$ cat config.mk
export PLATFORM = sky130hd
export DESIGN_NAME = apb_event_ctrl
export DESIGN_NICKNAME = d
export VERILOG_FILES = /design/src/rtl/apb_event_ctrl.sv
export SDC_FILE = /design/constraint.sdc
export NUM_CORES = 1
export LEC_CHECK = 0
export CORE_ASPECT_RATIO = 1.25
export CORE_MARGIN = 2
export CORE_UTILIZATION = 35
export DETAILED_ROUTE_END_ITERATION = 10
export PLACE_DENSITY = 0.62
export SLEW_MARGIN = 5
export SYNTH_ARGS = -nofsm -noshare
export SYNTH_HDL_FRONTEND = slang
export SYNTH_SLANG_ARGS = --single-unit
$ cat constraint.sdc
create_clock -name HCLK -period 2.4 [get_ports HCLK]
set_input_delay 0.48 -clock HCLK [delete_from_list [all_inputs] [get_ports HCLK]]
set_output_delay 0.48 -clock HCLK [all_outputs]
set_load 0.05 [all_outputs]
$ cat src/rtl/apb_event_ctrl.sv
// APB interrupt/event controller: synchronised sources, edge/level capture, pending and mask
// registers, lowest-index IRQ priority with ack, and a core sleep/wake sequencer.
module apb_event_ctrl #(
    parameter int APB_ADDR_WIDTH = 12,
    parameter int NB_LINES       = 32,
    parameter int SYNC_STAGES    = 2,
    parameter int WAKE_CYCLES    = 4
) (
    input  logic                      HCLK,
    input  logic                      HRESETn,
    input  logic [APB_ADDR_WIDTH-1:0] PADDR,
    input  logic [31:0]               PWDATA,
    input  logic                      PWRITE,
    input  logic                      PSEL,
    input  logic                      PENABLE,
    output logic [31:0]               PRDATA,
    output logic                      PREADY,
    output logic                      PSLVERR,
    input  logic [NB_LINES-1:0]       src_i,
    output logic [NB_LINES-1:0]       irq_o,
    output logic                      irq_valid_o,
    output logic [4:0]                irq_id_o,
    input  logic                      irq_ack_i,
    input  logic                      core_busy_i,
    output logic                      fetch_en_o,
    output logic                      clk_gate_core_o
);

    localparam int CW = (WAKE_CYCLES > 1) ? $clog2(WAKE_CYCLES) : 1;

    typedef enum logic [2:0] {
        RUN       = 3'd0,
        WAIT_IDLE = 3'd1,
        SLEEP     = 3'd2,
        WAKE      = 3'd3
    } state_t;

    state_t              state;
    logic [CW-1:0]       wake_cnt;
    logic [NB_LINES-1:0] mask_irq, mask_evt, edge_sel, pending, prev;
    logic [NB_LINES-1:0] s, set, clr, sw_set, ack_clr, pending_next, pw;
    logic                access, mapped, wr, w;
    logic [2:0]          idx;
    logic                unused_addr;

    assign unused_addr = ^PADDR[1:0];

    // Source synchroniser; depth 0 feeds the raw inputs straight through.
    generate
        if (SYNC_STAGES == 0) begin : g_nosync
            assign s = src_i;
        end else begin : g_sync
            logic [SYNC_STAGES-1:0][NB_LINES-1:0] q;
            always_ff @(posedge HCLK or negedge HRESETn) begin
                if (!HRESETn) begin
                    q <= '0;
                end else begin
                    q[0] <= src_i;
                    for (int i = 1; i < SYNC_STAGES; i++) q[i] <= q[i-1];
                end
            end
            assign s = q[SYNC_STAGES-1];
        end
    endgenerate

    assign access = PSEL & PENABLE;
    assign mapped = (PADDR[APB_ADDR_WIDTH-1:5] == '0);
    assign idx    = PADDR[4:2];
    assign wr     = access & PWRITE & mapped;
    assign pw     = PWDATA[NB_LINES-1:0];

    assign PREADY  = 1'b1;
    assign PSLVERR = access & ~mapped;

    assign irq_valid_o = |irq_o;
    always_comb begin
        irq_id_o = '0;
        for (int i = NB_LINES - 1; i >= 0; i--)
            if (irq_o[i]) irq_id_o = 5'(i);
    end

    // Ack only retires the id currently presented, and only while something is presented.
    assign ack_clr      = (irq_ack_i & irq_valid_o) ? (NB_LINES'(1) << irq_id_o) : '0;
    assign set          = (edge_sel & s & ~prev) | (~edge_sel & s);
    assign sw_set       = (wr && idx == 3'd2) ? pw : '0;
    assign clr          = ((wr && idx == 3'd3) ? pw : '0) | ack_clr;
    assign pending_next = (pending & ~clr) | set | sw_set;
    assign w            = |(pending & (mask_irq | mask_evt));

    always_comb begin
        PRDATA = '0;
        if (mapped) begin
            case (idx)
                3'd0:    PRDATA = 32'(mask_irq);
                3'd1:    PRDATA = 32'(mask_evt);
                3'd2:    PRDATA = 32'(pending);
                3'd4:    PRDATA = 32'(edge_sel);
                3'd5:    PRDATA = {irq_valid_o, 26'b0, irq_id_o};
                3'd7:    PRDATA = {29'b0, state};
                default: PRDATA = '0;
            endcase
        end
    end

    always_ff @(posedge HCLK or negedge HRESETn) begin
        if (!HRESETn) begin
            mask_irq        <= '0;
            mask_evt        <= '0;
            edge_sel        <= '0;
            pending         <= '0;
            prev            <= '0;
            irq_o           <= '0;
            state           <= RUN;
            wake_cnt        <= '0;
            fetch_en_o      <= 1'b1;
            clk_gate_core_o <= 1'b1;
        end else begin
            if (wr && idx == 3'd0) mask_irq <= pw;
            if (wr && idx == 3'd1) mask_evt <= pw;
            if (wr && idx == 3'd4) edge_sel <= pw;
            prev    <= s;
            pending <= pending_next;
            irq_o   <= pending & mask_irq;

            // Outputs are set alongside the state they belong to, so they change with it.
            case (state)
                RUN: begin
                    if (wr && idx == 3'd6 && PWDATA[0]) begin
                        state      <= WAIT_IDLE;
                        fetch_en_o <= 1'b0;
                    end
                end
                WAIT_IDLE: begin
                    if (w) begin
                        state      <= RUN;
                        fetch_en_o <= 1'b1;
                    end else if (!core_busy_i) begin
                        state           <= SLEEP;
                        clk_gate_core_o <= 1'b0;
                    end
                end
                SLEEP: begin
                    if (w) begin
                        state           <= WAKE;
                        wake_cnt        <= CW'(WAKE_CYCLES - 1);
                        clk_gate_core_o <= 1'b1;
                    end
                end
                WAKE: begin
                    if (wake_cnt == '0) begin
                        state      <= RUN;
                        fetch_en_o <= 1'b1;
                    end else begin
                        wake_cnt <= wake_cnt - 1'b1;
                    end
                end
                default: begin
                    state           <= RUN;
                    fetch_en_o      <= 1'b1;
                    clk_gate_core_o <= 1'b1;
                end
            endcase
        end
    end

endmodule

Yosys cells after proc, flatten, opt, wreduce, memory -nomap -nowiden
Cells that the tools add are included.
{"block": "totals", "elab_cells": 126, "register_bits": 263, "inputBits": 83}
{"block": "classes", "mux": 53, "add_sub_neg": 1, "n_shift": 1, "bitwise_logic": 22, "n_reduce_logical": 19, "eq_ne": 18}
{"operator": "$and A32 B32 Y32", "count": 6}
{"operator": "$pmux W32 S6", "count": 1}
{"operator": "$mux W5", "count": 32}
{"operator": "$or A32 B32 Y32", "count": 5}
{"operator": "$mux W32", "count": 4}
{"operator": "$not A32 Y32", "count": 3}
{"operator": "$reduce_or A32 Y1", "count": 2}
{"operator": "$shl A1 B5 Y32 const A", "count": 1}
{"operator": "$mux W3", "count": 5}
{"operator": "$ne A2 B2 Y1 const B", "count": 7}
{"operator": "$eq A3 B2 Y1 const B", "count": 4}
{"operator": "$eq A3 B3 Y1 const B", "count": 4}
{"operator": "$pmux W3 S4", "count": 1}
{"operator": "$reduce_and A4 Y1", "count": 3}
{"operator": "$logic_and A1 B1 Y1", "count": 7}
{"operator": "$logic_not A7 Y1", "count": 1}
{"operator": "$eq A3 B1 Y1 const B", "count": 2}
{"operator": "$logic_not A3 Y1", "count": 2}
{"operator": "$and A1 B1 Y1", "count": 5}
{"operator": "$mux W1", "count": 5}
{"operator": "$mux W2", "count": 2}
{"operator": "$pmux W1 S4", "count": 1}
{"operator": "$pmux W2 S2", "count": 1}
{"operator": "$ne A3 B3 Y1 const B", "count": 1}
{"operator": "other kinds (7)", "count": 9}

Logic depth before layout (Yosys ltp)
Gate-level depths: netlist (run 1).
{"block": "logic_depth", "word_depth": 39, "mapped_depth": 9, "depth_no_buf": 9}

Worst setup path after synthesis (run 1)
OpenSTA, ideal clock, no wires.
{"block": "synth_timing", "path_kind": "reg2out", "from": "register irq_o[0]", "to": "output port PRDATA[4]", "setup_slack_ns": -1.500, "stages_incl_launch_ff": 7, "n_path_buf": 1, "arrival_time_ns": 3.420, "path_cell_list": "dfrtp_1 > clkbuf_1 > nor4_2 > nand3_1 > nor3_1 > nand2_1 > a31oi_1"}
{"block": "synth_between", "elab_chain_cells": 3}
{"item": "from (decl)", "line": "20", "rtl": "output logic [NB_LINES-1:0] irq_o,"}
{"item": "from (signal assigned)", "line": "123", "rtl": "irq_o <= pending & mask_irq;"}
{"item": "$mux W5", "line": "79", "rtl": "if (irq_o[i]) irq_id_o = 5'(i);"}
{"item": "net irq_id_o[4]", "line": "22", "rtl": "output logic [4:0] irq_id_o,"}
{"item": "$pmux W32 S6", "line": "93", "rtl": "case (idx)"}
{"item": "$mux W32", "line": "92", "rtl": "if (mapped) begin"}
{"item": "to (decl)", "line": "16", "rtl": "output logic [31:0] PRDATA,"}
The timed path passes the listed nets, and every way through them passes these cells.

Final worst setup path (run 1)
{"block": "layout_timing", "from": "register irq_o[28]", "to": "output port PRDATA[31]"}
{"block": "layout_between", "elab_chain_cells": 3}
{"item": "$reduce_or A32 Y1", "line": "75", "rtl": "assign irq_valid_o = |irq_o;"}
{"item": "$pmux W32 S6", "line": "93"}
{"item": "$mux W32", "line": "92"}
No other way between the ends.

==> flow_metrics.env, run 1 <==
export IMPL_syn2layout_area_growth_pct=52.2
export IMPL_synth_simple_area_share=0.119
export IMPL_gp_congestion=0.876
export IMPL_overflow=0
export IMPL_power_frac_comb=0.122
export IMPL_rsz0062_at_grt="yes"
export IMPL_p_switching_w=0.00268
export IMPL_viasPerCell=5.40
export IMPL_cts_buffers=29
export IMPL_tightestPinTransition_ps=615
export IMPL_grt_usage=0.225
export IMPL_slew_headroom=0.586
export IMPL_worstPathCellList="nor4_1 > buf_4 > nand2_1 > nor2_1 > buf_4 > nand2_4 > nand2_1 > a31oi_4 > buf_12"
export IMPL_p_leak_nw=7.33
export IMPL_power_density_mw_per_mm2=631
export IMPL_grt_pass1_vias=9245
export IMPL_seq_power_share=0.448
export IMPL_clock_sinks=262
export IMPL_coreArea_sq_mm=0.0307
export IMPL_instances_no_fill=1645
export IMPL_final_min_clock_period_ps=3070
export IMPL_portBuffers=153
export IMPL_violations="setup timing"
export IMPL_wl_um=36600
export IMPL_drt_pass1_iterations=6
export IMPL_finalMaxSlewViolations=0
export IMPL_dp_cells=1571
export IMPL_synth_xor_area_frac=0.000809
export IMPL_regToRegStartpoint="irq_o[28]"
export IMPL_synthCells=912
export IMPL_synthFlopType="dfrtp_1"
export IMPL_ff2ff_setup_slack_ps=-400
export IMPL_initial_core_util=0.353
export IMPL_cts_tree="yes"
export IMPL_critPathKind="reg2out"
export IMPL_synth_top_family_by_area="compound AO/OA/AOI/OAI gates"
export IMPL_cts_max_level=1
export IMPL_drive_gt1_frac=0.399
export IMPL_clk_pin_slew_worst_paths_ps=60
export IMPL_die_h_um=201
export IMPL_crit_arrival_ps=2590
export IMPL_finClkSkew_ps=14.7
export IMPL_synth_fa_ha_area_frac=0.00578
export IMPL_antenna_found_initial=1
export IMPL_synth_area_per_cell_sq_um=11.9
export IMPL_rr_endpoint="pending[16]"
export IMPL_power_share_clock=0.430
export IMPL_fillers=2525
export IMPL_cp_required_ps=1920
export IMPL_syn_num_nets=1000
export IMPL_layout_setup_ws_ps=-669
export IMPL_nets=1305
export IMPL_ys_seq_elements=262
export IMPL_startpoint_type="flip-flop"
export IMPL_dr_first_iter_drc_count=765
export IMPL_switching_share=0.257
export IMPL_hold_path_depth=0
export IMPL_max_stage_delay_ps=540
export IMPL_cp_end_kind="output port"
export IMPL_row_count=72
export IMPL_ys_warn_count=0
export IMPL_r2r_cells=10
export IMPL_ys_seq_area_frac=0.606
export IMPL_post_dp_hpwl_um=25400
export IMPL_internal_power_w=0.00774
export IMPL_fin_total_pwr_w=0.0104
export IMPL_synth_edff_count=0
export IMPL_io_pins=157
export IMPL_die_area_sq_mm=0.0324
export IMPL_grt_start_max_net_pins=71
export IMPL_drv_cap=0
export IMPL_vias=8877
export IMPL_status="finished with violations"
export IMPL_layout_worst_path_cycle_share=1.28
export IMPL_synth_compound_area_frac=0.147
export IMPL_whs_endpoint="s[22]"
export IMPL_finalHoldViolCount=0
export IMPL_worstHoldStart="g_sync.q[22]"
export IMPL_min_path_type="reg2reg"
export IMPL_post_route_drc_count=0
export IMPL_netlist_area_sq_mm=0.0108
export IMPL_ir_drop_mv=0.573
export IMPL_crit_path_top_delay_cell="nor4_1"
export IMPL_grt_pass1_wl_um=55200
export IMPL_clockBufferDepth=3
export IMPL_path_max_fanout=4
export IMPL_async_reset_ff_frac=1.00
export IMPL_ys_types=60
export IMPL_clk_latency_ps=560
export IMPL_wl_per_cell_um=22.3
export IMPL_fin_util=0.537
export IMPL_synthMuxAreaShare=0.101
export IMPL_max_freq_ghz=0.326
export IMPL_root_buffer="clkbuf_16"
export IMPL_tns_ps=-9310
export IMPL_setup_viol=29
export IMPL_ant_nets=0
export IMPL_die_w_um=161
## kinds of logic (layout without fill, tap and decap cells)
family                   count (synthesis)  after routing
buffers and inverters                   58            383
other                                    1              2
XOR/XNOR                                 1              1
AO/OA/AOI/OAI                          223            223
AND/OR/NAND/NOR                        265            265
multiplexers                            97             97
adder cells (fa/ha/maj)                  5              5
flip-flops                             262            262
## placed cells by master, fill, tap and decap left out, drive strengths merged, types with 5 or more instances in the layout
master / instances
clkinv: 8
a31oi: 10
nand2: 126
buf: 207
dfrtp: 260
nor2b: 8
inv: 16
a22oi: 100
dlygate4sd2: 10
o21ai: 21
a221o: 6
ha: 5
nor4: 16
nor3: 11
a21oi: 38
o211ai: 5
or4: 7
nand3: 9
nand4: 6
o311ai: 14
mux2: 96
and3: 6
nor2: 31
clkdlybuf4s50: 90
clkbuf: 37
and2: 35
## sequential cells by signal (all words and copies together), names as in the netlist
name / count
g_sync.q: 32
mask_evt: 32
s: 32
fetch_en_o: 1
mask_irq: 32
irq_o: 32
state: 2
prev: 32
edge_sel: 32
pending: 32
clk_gate_core_o: 1
wake_cnt: 2
## cell usage after synthesis, types with 2 or more instances
| master | count | area (sq um) |
|---|---|---|
| nor4_1 | 15 | 93.8 |
| dfrtp_1 | 260 | 6510 |
| and3_1 | 6 | 37.5 |
| a22oi_1 | 100 | 751 |
| a31o_2 | 3 | 26.3 |
| o31ai_1 | 4 | 30.0 |
| or2_2 | 2 | 12.5 |
| dfstp_2 | 2 | 52.6 |
| nand4_1 | 6 | 37.5 |
| o211ai_1 | 5 | 37.5 |
| o311a_1 | 2 | 20.0 |
| clkbuf_1 | 25 | 93.8 |
| o311ai_1 | 3 | 26.3 |
| nand3_2 | 2 | 20.0 |
| nor2b_1 | 8 | 50.1 |
| nor3_1 | 11 | 55.1 |
| a221o_1 | 6 | 60.1 |
| nor2_1 | 29 | 109 |
| buf_1 | 12 | 45.0 |
| o21a_1 | 3 | 22.5 |
| a31oi_1 | 10 | 62.6 |
| nand2_1 | 126 | 473 |
| or4_1 | 7 | 52.6 |
| o21ai_0 | 20 | 100 |
| a22o_1 | 3 | 26.3 |
| mux2_2 | 96 | 1080 |
| and2_1 | 35 | 219 |
| o21bai_1 | 2 | 15.0 |
| buf_2 | 5 | 25.0 |
| nand3_1 | 7 | 35.0 |
| ha_1 | 5 | 62.6 |
| a311oi_1 | 2 | 17.5 |
| a221oi_1 | 2 | 17.5 |
| inv_1 | 13 | 48.8 |
| o311ai_0 | 10 | 87.6 |
| a21oi_1 | 37 | 185 |
| a211oi_1 | 3 | 22.5 |
| nand2b_1 | 3 | 18.8 |
## layout make-up
cell class,instances,area [sq um],area share
clock buffer,35,778,0.0472
clock inverter,16,173,0.0105
sequential,262,6590,0.400
tap,407,509,0.0309
antenna,1,2.50,0.000152
multi-input combinational,592,4940,0.299
timing repair buffer,317,3440,0.208
inverter,15,63.8,0.00387
## per-stage QoR
step | hold slack [ps] | cell area, sq um | setup slack, ps
final | 346 | 16500 | -669
after CTS | 338 | 16200 | -649
after detailed placement | 335 | 14800 | -464
after global routing | 350 | 16500 | -735
after floorplan | 184 | 11400 | -340
after global placement | 333 | 14800 | -443
## layer usage
layer	wire length, um	vias to the layer above	GRT usage
met2	17700	330	0.369
met5	0	-	0
met1	15100	4486	0.293
met4	1830	0	0.109
li1	-	3964	-
met3	2000	97	0.0320
## worst max-delay path by stage
| stage | from | to | slack (ps) | depth (start not counted) |
|---|---|---|---|---|
| after floorplan | irq_o[0] | PRDATA[4] | -340 | 6 |
| after detailed placement | PADDR[2] | PRDATA[4] | -460 | 7 |
| after CTS | irq_o[27] | PRDATA[0] | -650 | 9 |
| after global placement | PADDR[2] | PRDATA[31] | -440 | 7 |
| final | irq_o[28] | PRDATA[31] | -670 | 9 |
| after global routing | irq_o[30] | PRDATA[0] | -730 | 8 |
## worst max-delay path: cells and delay by family, from the launching register on
| kind | cells | cell delay [ps] |
|---|---|---|
| simple gates | 5 | 910 |
| buf+inv | 3 | 570 |
| flops | 1 | 420 |
| compound gates | 1 | 140 |
## power groups by stage
stage	clock (W)	combinational [W]	sequential, W
3_3_place_gp	0	0.00114	0.00474
4_1_cts	0.00455	0.00123	0.00467
5_1_grt	0.00473	0.00138	0.00468
2_1_floorplan	0	0.000518	0.00480
3_5_place_dp	0	0.00117	0.00475
6_report	0.00448	0.00127	0.00467
## timing repair
| item | in CTS | in global routing |
|---|---|---|
| pin swaps | 9 | 31 |
| buffers inserted | 9 | 14 |
| gates resized for setup | 82 | 69 |
| hold buffers | 1 | 0 |
| setup endpoints to repair | 60 | 75 |
| cloned | 1 | 0 |
| hold endpoints to repair | 66 | 0 |
Power figures use the tool's default switching activity.
==> run 2: changes to the inputs <==
CORE_UTILIZATION = 45   (was 35)
PLACE_DENSITY = 0.75   (was 0.62)
==> run 2 against run 1 <==
Compared with the run above:
- the run still ends with setup timing left
- critical path depth is 1 lower
- clock power down 2%
- routed wire length grew 15%
- highest routed layer is now met5
==> flow_metrics.env, run 2 (synthesis results as in run 1) <==
export IMPL_status="finished with violations"
export IMPL_violations="setup timing"
export IMPL_grt_pass1_wl_um=55800
export IMPL_endpoint="PRDATA[2]"
export IMPL_ant_nets=0
export IMPL_startpoint_type="flip-flop"
export IMPL_holdWs_ps=347
export IMPL_drt_pass1_iterations=6
export IMPL_layout_worst_path_cycle_share=1.36
export IMPL_fin_util=0.714
export IMPL_clockBufferDepth=3
export IMPL_multi_input_area_sq_mm=0.00520
export IMPL_overflow=0
export IMPL_wl_per_cell_um=26.8
export IMPL_tightestPinTransition_ps=567
export IMPL_initial_core_util=0.457
export IMPL_die_w_um=143
export IMPL_die_h_um=177
export IMPL_ir_drop_mv=0.549
export IMPL_layout_common_cells="dfrtp_1, nand2_1, buf_4, mux2_2, clkdlybuf4s50_1"
export IMPL_seqCellArea_sq_mm=0.00659
export IMPL_cp_required_ps=1920
export IMPL_setup_viol=48
export IMPL_fillers=1412
export IMPL_min_path_type="reg2reg"
export IMPL_mostFrequentLayoutCell="dfrtp_1"
export IMPL_rr_endpoint="pending[29]"
export IMPL_coreArea_sq_mm=0.0237
export IMPL_critPathKind="reg2out"
export IMPL_setup_worst_path_start="irq_o[24]"
export IMPL_grt_start_max_net_pins=75
export IMPL_clk_pin_slew_worst_paths_ps=60
export IMPL_fin_total_pwr_w=0.0105
export IMPL_postPlaceCellArea_sq_mm=0.0146
export IMPL_drv_cap=0
export IMPL_regToRegStartpoint="irq_o[24]"
export IMPL_max_freq_ghz=0.307
export IMPL_clk_latency_ps=550
export IMPL_layout_setup_ws_ps=-859
export IMPL_cp_end_kind="output port"
export IMPL_power_density_mw_per_mm2=619
export IMPL_place_ws_ps=-368
export IMPL_r2r_cells=10
export IMPL_antenna_found_initial=1
export IMPL_grt_pass1_vias=9886
export IMPL_drive_gt1_frac=0.427
export IMPL_rsz0062_at_grt="yes"
export IMPL_io_pins=157
export IMPL_finClkSkew_ps=21.4
export IMPL_dr_first_iter_drc_count=1382
export IMPL_grt_usage=0.293
export IMPL_wl_um=42000
export IMPL_post_dp_hpwl_um=23600
export IMPL_row_count=63
export IMPL_path_max_fanout=2
export IMPL_p_leak_nw=7.63
export IMPL_final_min_clock_period_ps=3260
export IMPL_cts_buffers=26
export IMPL_root_buffer="clkbuf_16"
export IMPL_finalHoldViolCount=0
export IMPL_clock_sinks=262
export IMPL_post_route_drc_count=0
export IMPL_vias=9895
export IMPL_nets=1314
export IMPL_portBuffers=153
export IMPL_diodes=0
export IMPL_slew_headroom=0.619
export IMPL_crit_arrival_ps=2780
export IMPL_final_cell_area_sq_mm=0.0169
export IMPL_cts_tree="yes"
export IMPL_die_area_sq_mm=0.0253
export IMPL_ff2ff_setup_slack_ps=-600
export IMPL_viasPerCell=6.30
export IMPL_finalMaxSlewViolations=0
export IMPL_hold_path_depth=0
export IMPL_gp_congestion=0.917
export IMPL_cts_max_level=1
export IMPL_syn2layout_area_growth_pct=56.4
==> run 2: cell types whose count changed in the layout (fill, tap and decap cells not counted), moves of 5 or more <==
cell      change
buf_16        +6
buf_4        -14
buf_6        +15
o311ai_0      -8
o311ai_4      +5
==> run 2: area by class of cell <==
| class | instances | area share |
|---|---|---|
| sequential | 262 | 0.389 |
| tap | 325 | 0.0240 |
| clock buffer | 35 | 0.0440 |
| clock inverter | 12 | 0.0107 |
| multi-input combinational | 592 | 0.307 |
| timing repair buffer | 329 | 0.222 |
| inverter | 15 | 0.00377 |
==> run 2: worst min-delay path by stage <==
stage,end,slack (ps),startpoint
after CTS,s[27],350,g_sync.q[27]
final,s[24],350,g_sync.q[24]
after global placement,s[27],330,g_sync.q[27]
after detailed placement,s[27],330,g_sync.q[27]
after floorplan,edge_sel[0],180,HRESETn
after global routing,s[19],360,g_sync.q[19]
==> run 2: per-stage QoR <==
| stage | setup TNS [ps] | std cells |
|---|---|---|
| final | -16810 | 1570 |
| after global routing | -18140 | 1570 |
| after CTS | -6060 | 1548 |
| after detailed placement | -21350 | 1472 |
| after global placement | -15800 | 1472 |
| after floorplan | -1490 | 912 |
==> run 2: power breakdown <==
group          switching [W]  internal [W]
combinational       0.000818      0.000608
clock                0.00178       0.00261
sequential         0.0000959       0.00458
total                0.00269       0.00780
==> run 2: per-layer routing <==
metal,up-vias,track usage,wire (um)
li1,3970,-,-
met1,4877,0.355,14300
met2,762,0.482,19600
met3,284,0.0569,4440
met4,2,0.181,3750
met5,-,0,11
==> run 2: what timing repair did <==
| action | 4_1_cts | 5_1_grt |
|---|---|---|
| buffers inserted | 23 | 25 |
| setup endpoints to repair | 49 | 77 |
| hold endpoints to repair | 54 | 0 |
| gates cloned | 6 | 3 |
| gates resized for setup | 126 | 117 |
| pin swaps | 33 | 52 |
| hold buffers | 1 | 0 |
==> run 2: critical path: stages (launching register included) <==
cell and delay (ps):
dfrtp_2 410, or4_4 560, o211ai_1 300, a31o_2 290, nand3_4 120, inv_4 120, nand2_4 60, a31oi_4 200
buf_12 160
